File: config.mk
export PLATFORM = sky130hd
export DESIGN_NAME = muldiv_unit_flat
export DESIGN_NICKNAME = d
export VERILOG_FILES = /design/src/rtl/muldiv_pkg.sv /design/src/rtl/muldiv_if.sv /design/src/rtl/muldiv_step.sv /design/src/rtl/muldiv_unit.sv /design/src/flat_wrapper.sv
export SDC_FILE = /design/constraint.sdc
export NUM_CORES = 1
export LEC_CHECK = 0
export BUFFER_PORTS_ARGS = -buffer_cell sky130_fd_sc_hd__buf_2
export CELL_PAD_IN_SITES_DETAIL_PLACEMENT = 0
export CELL_PAD_IN_SITES_GLOBAL_PLACEMENT = 1
export CORE_MARGIN = 2
export CORE_UTILIZATION = 45
export CTS_BUF_LIST = sky130_fd_sc_hd__clkbuf_8
export CTS_CLUSTER_DIAMETER = 120
export DETAILED_ROUTE_END_ITERATION = 10
export PLACE_DENSITY_LB_ADDON = 0.15
export SLEW_MARGIN = 20
export SYNTH_ARGS = -nofsm -noshare
export SYNTH_HDL_FRONTEND = slang
export SYNTH_SLANG_ARGS = --single-unit
File: constraint.sdc
create_clock -name clk -period 4.6 [get_ports clk]
set_input_delay 0.46 -clock clk [delete_from_list [all_inputs] [get_ports clk]]
set_output_delay 0.46 -clock clk [all_outputs]
set_load 0.02 [all_outputs]
File: src/rtl/muldiv_pkg.sv
// -----------------------------------------------------------------------------
// muldiv_pkg
// Shared types for the iterative multiply/divide unit: funct3 operation codes,
// the control FSM state encoding and small operation-class helpers.
// -----------------------------------------------------------------------------
package muldiv_pkg;

   // funct3 encoding of the RV32M/RV64M operations
   typedef enum logic [2:0] {
      MD_MUL    = 3'd0,
      MD_MULH   = 3'd1,
      MD_MULHSU = 3'd2,
      MD_MULHU  = 3'd3,
      MD_DIV    = 3'd4,
      MD_DIVU   = 3'd5,
      MD_REM    = 3'd6,
      MD_REMU   = 3'd7
   } md_op_e;

   typedef enum logic [1:0] {
      IDLE    = 2'd0,
      CALC    = 2'd1,
      FIXUP   = 2'd2,
      SPECIAL = 2'd3
   } md_state_e;

   function automatic logic is_div(input md_op_e op);
      return op inside {MD_DIV, MD_DIVU, MD_REM, MD_REMU};
   endfunction

   // rs1 is treated as signed
   function automatic logic a_signed(input md_op_e op);
      return op inside {MD_MUL, MD_MULH, MD_MULHSU, MD_DIV, MD_REM};
   endfunction

   // rs2 is treated as signed
   function automatic logic b_signed(input md_op_e op);
      return op inside {MD_MUL, MD_MULH, MD_DIV, MD_REM};
   endfunction

endpackage

File: src/rtl/muldiv_if.sv
// -----------------------------------------------------------------------------
// muldiv_if
// Request/response bundle between the EX stage and the multiply/divide unit.
//   master (EX stage): drives start, op, a, b, rd_in, flush
//   slave  (unit)    : drives busy, done, result, rd_out
// -----------------------------------------------------------------------------
interface muldiv_if #(
   parameter int XLEN = 32
) ();
   logic            start;
   logic [2:0]      op;
   logic [XLEN-1:0] a;
   logic [XLEN-1:0] b;
   logic [4:0]      rd_in;
   logic            flush;
   logic            busy;
   logic            done;
   logic [XLEN-1:0] result;
   logic [4:0]      rd_out;

   modport master (
      output start, op, a, b, rd_in, flush,
      input  busy, done, result, rd_out
   );

   modport slave (
      input  start, op, a, b, rd_in, flush,
      output busy, done, result, rd_out
   );
endinterface

File: src/rtl/muldiv_step.sv
// -----------------------------------------------------------------------------
// muldiv_step
// One combinational iteration on the 2*XLEN accumulator.
//   is_div = 0 : shift-add multiply step. acc = {partial product, multiplier};
//                add opnd (multiplicand) into the high half when acc[0]=1,
//                then shift the whole accumulator right by one.
//   is_div = 1 : restoring divide step. acc = {remainder, dividend/quotient};
//                shift left by one, trial-subtract opnd (divisor) from the
//                remainder and shift the quotient bit into acc[0].
// Ports: is_div, acc_i (2*XLEN), opnd (XLEN) in; acc_o (2*XLEN) out.
// -----------------------------------------------------------------------------
module muldiv_step #(
   parameter int XLEN = 32
) (
   input  logic                is_div,
   input  logic [2*XLEN-1:0]   acc_i,
   input  logic [XLEN-1:0]     opnd,
   output logic [2*XLEN-1:0]   acc_o
);

   logic [XLEN:0] sum;
   logic [XLEN:0] trial;
   logic [XLEN:0] diff;

   always_comb begin
      sum   = {1'b0, acc_i[2*XLEN-1:XLEN]} + (acc_i[0] ? {1'b0, opnd} : '0);
      // remainder shifted left with the next dividend bit; fits XLEN+1 bits
      // because the running remainder is always below the divisor
      trial = acc_i[2*XLEN-1:XLEN-1];
      diff  = trial - {1'b0, opnd};
      acc_o = {sum, acc_i[XLEN-1:1]};
      if (is_div) begin
         // a set top bit means the subtraction borrowed: restore
         if (diff[XLEN]) acc_o = {trial[XLEN-1:0], acc_i[XLEN-2:0], 1'b0};
         else            acc_o = {diff[XLEN-1:0], acc_i[XLEN-2:0], 1'b1};
      end
   end

endmodule

File: src/rtl/muldiv_unit.sv
// -----------------------------------------------------------------------------
// muldiv_unit
// Iterative RV32M/RV64M multiply/divide unit for the EX stage. One operation
// at a time; busy stalls the pipeline while an operation is in flight.
// Works on operand magnitudes and fixes signs at the end; divide-by-zero and
// signed overflow bypass the iteration and complete one cycle after accept.
// Ports:
//   clk, reset   : rising-edge clock, synchronous active-high reset
//   bus (slave)  : start/op/a/b/rd_in/flush requests in,
//                  busy/done/result/rd_out out (result/rd_out held)
// Parameters: XLEN (32/64), BITS_PER_CYCLE (1/2/4) steps per CALC cycle.
// -----------------------------------------------------------------------------
module muldiv_unit
   import muldiv_pkg::*;
#(
   parameter int XLEN           = 32,
   parameter int BITS_PER_CYCLE = 1
) (
   input  logic     clk,
   input  logic     reset,
   muldiv_if.slave  bus
);

   localparam int N     = XLEN / BITS_PER_CYCLE;
   localparam int CNT_W = $clog2(N + 1);
   localparam int W2    = 2 * XLEN;
   localparam logic [XLEN-1:0] MIN_NEG = {1'b1, {(XLEN-1){1'b0}}};

   if (!((XLEN == 32 || XLEN == 64) &&
         (BITS_PER_CYCLE == 1 || BITS_PER_CYCLE == 2 || BITS_PER_CYCLE == 4)))
   begin : g_param_check
      $error("muldiv_unit: unsupported XLEN/BITS_PER_CYCLE");
   end

   md_state_e        state_q, state_d;
   md_op_e           op_q, op_d;
   logic [W2-1:0]    acc_q, acc_d;
   logic [XLEN-1:0]  opnd_q, opnd_d;     // |b|: multiplicand or divisor
   logic             neg_q, neg_d;       // product / quotient negate
   logic             sa_q, sa_d;         // dividend sign -> remainder sign
   logic [CNT_W-1:0] cnt_q, cnt_d;
   logic [4:0]       rd_q, rd_d;
   logic [4:0]       rd_out_q, rd_out_d;
   logic [XLEN-1:0]  result_q, result_d;
   logic             done_q, done_d;

   // ---------------- request decode ----------------
   md_op_e          in_op;
   logic            in_sa, in_sb, div0, ovf, special;
   logic [XLEN-1:0] a_mag, b_mag, spec_res;

   assign in_op   = md_op_e'(bus.op);
   assign in_sa   = a_signed(in_op) & bus.a[XLEN-1];
   assign in_sb   = b_signed(in_op) & bus.b[XLEN-1];
   assign a_mag   = in_sa ? -bus.a : bus.a;
   assign b_mag   = in_sb ? -bus.b : bus.b;
   assign div0    = is_div(in_op) && (bus.b == '0);
   assign ovf     = (in_op inside {MD_DIV, MD_REM}) && (bus.a == MIN_NEG) && (bus.b == '1);
   assign special = div0 | ovf;

   always_comb begin
      spec_res = '0;                                // REM overflow
      if (div0)                spec_res = (in_op inside {MD_DIV, MD_DIVU}) ? '1 : bus.a;
      else if (in_op == MD_DIV) spec_res = bus.a;   // DIV overflow
   end

   // ---------------- iteration chain ----------------
   logic [BITS_PER_CYCLE:0][W2-1:0] chain;
   logic                            op_is_div;

   assign chain[0]  = acc_q;
   assign op_is_div = is_div(op_q);

   for (genvar gi = 0; gi < BITS_PER_CYCLE; gi++) begin : g_step
      muldiv_step #(.XLEN(XLEN)) u_step (
         .is_div (op_is_div),
         .acc_i  (chain[gi]),
         .opnd   (opnd_q),
         .acc_o  (chain[gi+1])
      );
   end

   // ---------------- sign fixup / half select ----------------
   logic [W2-1:0]   prod;
   logic [XLEN-1:0] fix_res;

   always_comb begin
      prod    = neg_q ? -acc_q : acc_q;
      fix_res = prod[W2-1:XLEN];
      case (op_q)
         MD_MUL:          fix_res = prod[XLEN-1:0];
         MD_DIV, MD_DIVU: fix_res = neg_q ? -acc_q[XLEN-1:0] : acc_q[XLEN-1:0];
         MD_REM, MD_REMU: fix_res = sa_q ? -acc_q[W2-1:XLEN] : acc_q[W2-1:XLEN];
         default:         fix_res = prod[W2-1:XLEN];
      endcase
   end

   // ---------------- FSM next state ----------------
   always_comb begin
      state_d  = state_q;
      op_d     = op_q;
      acc_d    = acc_q;
      opnd_d   = opnd_q;
      neg_d    = neg_q;
      sa_d     = sa_q;
      cnt_d    = cnt_q;
      rd_d     = rd_q;
      rd_out_d = rd_out_q;
      result_d = result_q;
      done_d   = 1'b0;

      case (state_q)
         IDLE: begin
            if (bus.start && !bus.flush) begin
               op_d    = in_op;
               opnd_d  = b_mag;
               neg_d   = in_sa ^ in_sb;
               sa_d    = in_sa;
               rd_d    = bus.rd_in;
               cnt_d   = '0;
               // multiplier and dividend both start in the low half;
               // special cases park their answer there instead
               acc_d   = {{XLEN{1'b0}}, (special ? spec_res : a_mag)};
               state_d = special ? SPECIAL : CALC;
            end
         end
         CALC: begin
            acc_d = chain[BITS_PER_CYCLE];
            cnt_d = cnt_q + CNT_W'(1);
            if (cnt_q == CNT_W'(N - 1)) state_d = FIXUP;
         end
         FIXUP: begin
            result_d = fix_res;
            rd_out_d = rd_q;
            done_d   = 1'b1;
            state_d  = IDLE;
         end
         SPECIAL: begin
            result_d = acc_q[XLEN-1:0];
            rd_out_d = rd_q;
            done_d   = 1'b1;
            state_d  = IDLE;
         end
         default: state_d = IDLE;
      endcase

      // abort anything in flight without disturbing the visible result
      if (bus.flush && state_q != IDLE) begin
         state_d  = IDLE;
         result_d = result_q;
         rd_out_d = rd_out_q;
         done_d   = 1'b0;
      end
   end

   always_ff @(posedge clk) begin
      if (reset) begin
         state_q  <= IDLE;
         op_q     <= MD_MUL;
         acc_q    <= '0;
         opnd_q   <= '0;
         neg_q    <= 1'b0;
         sa_q     <= 1'b0;
         cnt_q    <= '0;
         rd_q     <= '0;
         rd_out_q <= '0;
         result_q <= '0;
         done_q   <= 1'b0;
      end else begin
         state_q  <= state_d;
         op_q     <= op_d;
         acc_q    <= acc_d;
         opnd_q   <= opnd_d;
         neg_q    <= neg_d;
         sa_q     <= sa_d;
         cnt_q    <= cnt_d;
         rd_q     <= rd_d;
         rd_out_q <= rd_out_d;
         result_q <= result_d;
         done_q   <= done_d;
      end
   end

   assign bus.busy   = (state_q != IDLE);
   assign bus.done   = done_q;
   assign bus.result = result_q;
   assign bus.rd_out = rd_out_q;

endmodule

File: src/flat_wrapper.sv
// flat-port wrapper written by rule: the top's interface ports become plain ports
module muldiv_unit_flat import muldiv_pkg::*;
#(
   parameter int XLEN           = 32,
   parameter int BITS_PER_CYCLE = 1
)
  (clk, reset, bus_start, bus_op, bus_a, bus_b, bus_rd_in, bus_flush, bus_busy, bus_done, bus_result, bus_rd_out);
  muldiv_if #(.XLEN(XLEN)) bus_i ();
  input  logic clk;
  input  logic reset;
  input wire logic [$bits(bus_i.start)-1:0] bus_start;
  input wire logic [$bits(bus_i.op)-1:0] bus_op;
  input wire logic [$bits(bus_i.a)-1:0] bus_a;
  input wire logic [$bits(bus_i.b)-1:0] bus_b;
  input wire logic [$bits(bus_i.rd_in)-1:0] bus_rd_in;
  input wire logic [$bits(bus_i.flush)-1:0] bus_flush;
  output wire logic [$bits(bus_i.busy)-1:0] bus_busy;
  output wire logic [$bits(bus_i.done)-1:0] bus_done;
  output wire logic [$bits(bus_i.result)-1:0] bus_result;
  output wire logic [$bits(bus_i.rd_out)-1:0] bus_rd_out;
  assign bus_i.start = bus_start;
  assign bus_i.op = bus_op;
  assign bus_i.a = bus_a;
  assign bus_i.b = bus_b;
  assign bus_i.rd_in = bus_rd_in;
  assign bus_i.flush = bus_flush;
  assign bus_busy = bus_i.busy;
  assign bus_done = bus_i.done;
  assign bus_result = bus_i.result;
  assign bus_rd_out = bus_i.rd_out;
  muldiv_unit #(.XLEN(XLEN), .BITS_PER_CYCLE(BITS_PER_CYCLE)) u_core (.clk(clk), .reset(reset), .bus(bus_i));
endmodule
==> impl_results.md <==
- Die X: approximately 180 um
- Full die area: roughly 0.034 mm2
- Inst Count DP: between 2,000 and 3,000
- HP Class: in2reg
- Starting DRT DRC Count: 1,691
- CTS max path bufs: 2
- FP Rows: between 60 and 70
- Yosys warning count: 0
- Routed via count: 16,275
- Vias in the first global route: between 10,000 and 15,000
- Mean Syn Cell Area: roughly 7.1 um2
- #FFs+latches synth: 152
- Predominant post-synthesis flop cell: dfxtp_1
- Total power: about 0.0038 W
- Max Cap Viol: 0
- Cell Area, Synth: about 0.015 mm2
- Core Box Area: ~0.032 mm2
- Synthesized Nets: between 2,000 and 2,500
- Slew headroom: about 34%
- Slew @ Worst Pin: about 1000 ps
- Outcome: finished, final reports clean
- Leakage dissipation: roughly 6.3 nW
- Layout cells sized above 1: between 10% and 20%
- Hold buffers post-CTS: 0
- First-pass GRT wire length: around 88,000 um
- Synth area leader: dfxtp_1
- Clk root buf: clkbuf_8
- R2R Path End: u_core.acc_q[63]
- N_diodes: 0
- Reg-to-Reg Start: u_core.acc_q[0]
- Hold EP: u_core.state_q[0]
- Synth top area cells: dfxtp_1 (21%), o21ai_0 (6.2%), a21oi_1 (6.2%)
- ANT nets after route: 0
- Clk pin slew, worst setup/hold paths: about 100 ps
- RSZ-0062 raised after global routing: no
- Total GRT Usage: between 30% and 40%
- Top cells by count, synth: nand2_1 (205), nor2_1 (204), o21ai_0 (181)
- Async set or reset register ratio after synthesis: 0%
- CTS tree: yes
- Fin worst setup slack: ~620 ps
- H-tree depth: 4
- Drt wl/cell: 22.1 um
- # port buffers: 114
- Worst skew pair latency: just over 500 ps
- Final Non-Filler Cells: around 2,600
- Setup TNS: 0 ps
- Largest net degree at the start of global routing: between 70 and 80
- Final WL: between 50,000 and 60,000 um
- Synth-to-layout area growth: 9.91%
- Tmin final: roughly 4000 ps
- TritonRoute pass-1 iters: 7
- Number of synthesized flops with an enable pin: 0
- FMAX: about 250 MHz
- Resize count post-CTS: 0
- Maximum vdd drop: 169 uV
- Final Cycle Share: 86.5%
- R2R depth: 13
- Die height: ~180 um
- Critical path arrival: 4410 ps
- Max-slew violations: 0
- Worst setup path startpoint: u_core.acc_q[0]
- Setup slack at placement: 716 ps
- Post-DP HPWL: roughly 43,000 um
- Antenna violations before repair: 0
- Global placement routability congestion: ~0.95
- Hold Violations, Final: 0
- WHS Path Cells: 2
- Top-count cell post-synth: nand2_1
- R2R setup slack: around 620 ps
- CP startpoint kind: flop
- Initial Util: a little under half
- I/O pin total: around 120
- Drt drc: 0
- Yosys cell types: 81
- Cells after synthesis: ~2,100
- Worst setup EP type: flop
- Clock skew: a little under 20 ps
- CP Max Fanout: 19
- Final setup vio count: 0
- Pwr Density: approximately 240 mW/mm2
- Via-per-instance ratio: approximately 6.4
- Post-synth top area share: 20.8%
- Post-CTS Setup Inserts: 0
- Number of CTS-inserted buffers: 17
- Sequential area share after synthesis: roughly a fifth
- Gr ovfl total: 0
- Setup CP Type: reg2reg
- Clock tree sinks: about 150
- Layout fillers: ~3,300
- NumNets Final: 2,255
- Worst EP required: 5030 ps
- Hold Startpoint: bus_flush
[sequential cells by signal (all words and copies together) (netlist names)]
| register | count |
|---|---|
| u_core.cnt_q | 6 |
| u_core.bus.done | 1 |
| u_core.bus.rd_out | 5 |
| u_core.op_q | 3 |
| u_core.opnd_q | 32 |
| u_core.neg_q | 1 |
| u_core.sa_q | 1 |
| u_core.acc_q | 64 |
| u_core.rd_q | 5 |
| u_core.bus.result | 32 |
| u_core.state_q | 2 |
[layer usage]
| metal | track usage, % | share of wire (%) |
|---|---|---|
| met1 | 48.9 | 46 |
| met2 | 48.3 | 41 |
| met4 | 11.8 | 3.2 |
| met5 | 0 | 0 |
| met3 | 5.69 | 9.1 |
[final cells by class]
type / count / area, um2 / share of cell area [%]
Timing Repair Buffer: 176 / 1050 / 6.53
Tap cell: 442 / 553 / 3.44
Sequential cell: 152 / 3050 / 18.9
Inverter: 73 / 274 / 1.70
Multi-Input combinational cell: 1687 / 10700 / 66.7
Clock inverter: 15 / 201 / 1.25
Clock buffer: 17 / 234 / 1.45
[worst max-delay path, cell delays in order, from the launching register on]
cell,delay (ps)
dfxtp_1,410
inv_1,390
buf_4,340
nor2_1,70
ha_1,440
and3_1,250
nand2_1,80
or3_1,400
a211oi_1,340
o311ai_0,260
nand3b_1,210
nand4_1,150
a211o_1,320
a221oi_1,210
[how the worst max path moves through the flow]
stage	depth (start not counted)	slack, ps	endpoint
after CTS	13	670	u_core.acc_q[63]
after detailed placement	13	720	u_core.acc_q[63]
final	13	620	u_core.acc_q[63]
after floorplan	14	1160	u_core.acc_q[63]
after global placement	10	750	u_core.acc_q[28]
after global routing	13	380	u_core.acc_q[63]
[placed cells by master (no fill, tap or decap), types with 53 or more instances in the layout]
cell type  count
o21ai_0      180
nand2_1      205
buf_2        113
nor2_1       200
xnor2_1       64
mux2i_1       56
inv_1         71
dfxtp_1      150
buf_4         62
a21oi_1      180
nor3_1        53
xor2_1        76
ha_1          70
[metrics by stage]
| stage | utilization [%] | hold slack [ps] | cell area, um2 |
|---|---|---|---|
| global placement | 48.5 | 431 | 15700 |
| finish | 49.8 | 143 | 16100 |
| floorplan | - | 432 | 14600 |
| detailed placement | 48.5 | 438 | 15700 |
| CTS | 49.8 | 113 | 16100 |
| global route | 49.8 | 117 | 16100 |
[where the power goes]
| group | internal (W) | switching (W) |
|---|---|---|
| Combinational | 0.000425 | 0.000730 |
| Clock | 0.000560 | 0.000643 |
| Sequential | 0.00138 | 0.0000924 |
[cell families (layout without fill, tap and decap cells)]
logic type / after synthesis / in the layout / synth area share, %
xor+xnor: 140 / 140 / 8.37
fa+ha+maj: 72 / 72 / 6.26
simple gates: 710 / 710 / 23.4
flops: 152 / 152 / 20.8
mux: 62 / 62 / 4.29
compound gates: 703 / 703 / 30.8
buf+inv: 229 / 281 / 6.03
No activity file was read; power rests on OpenSTA's default activity.
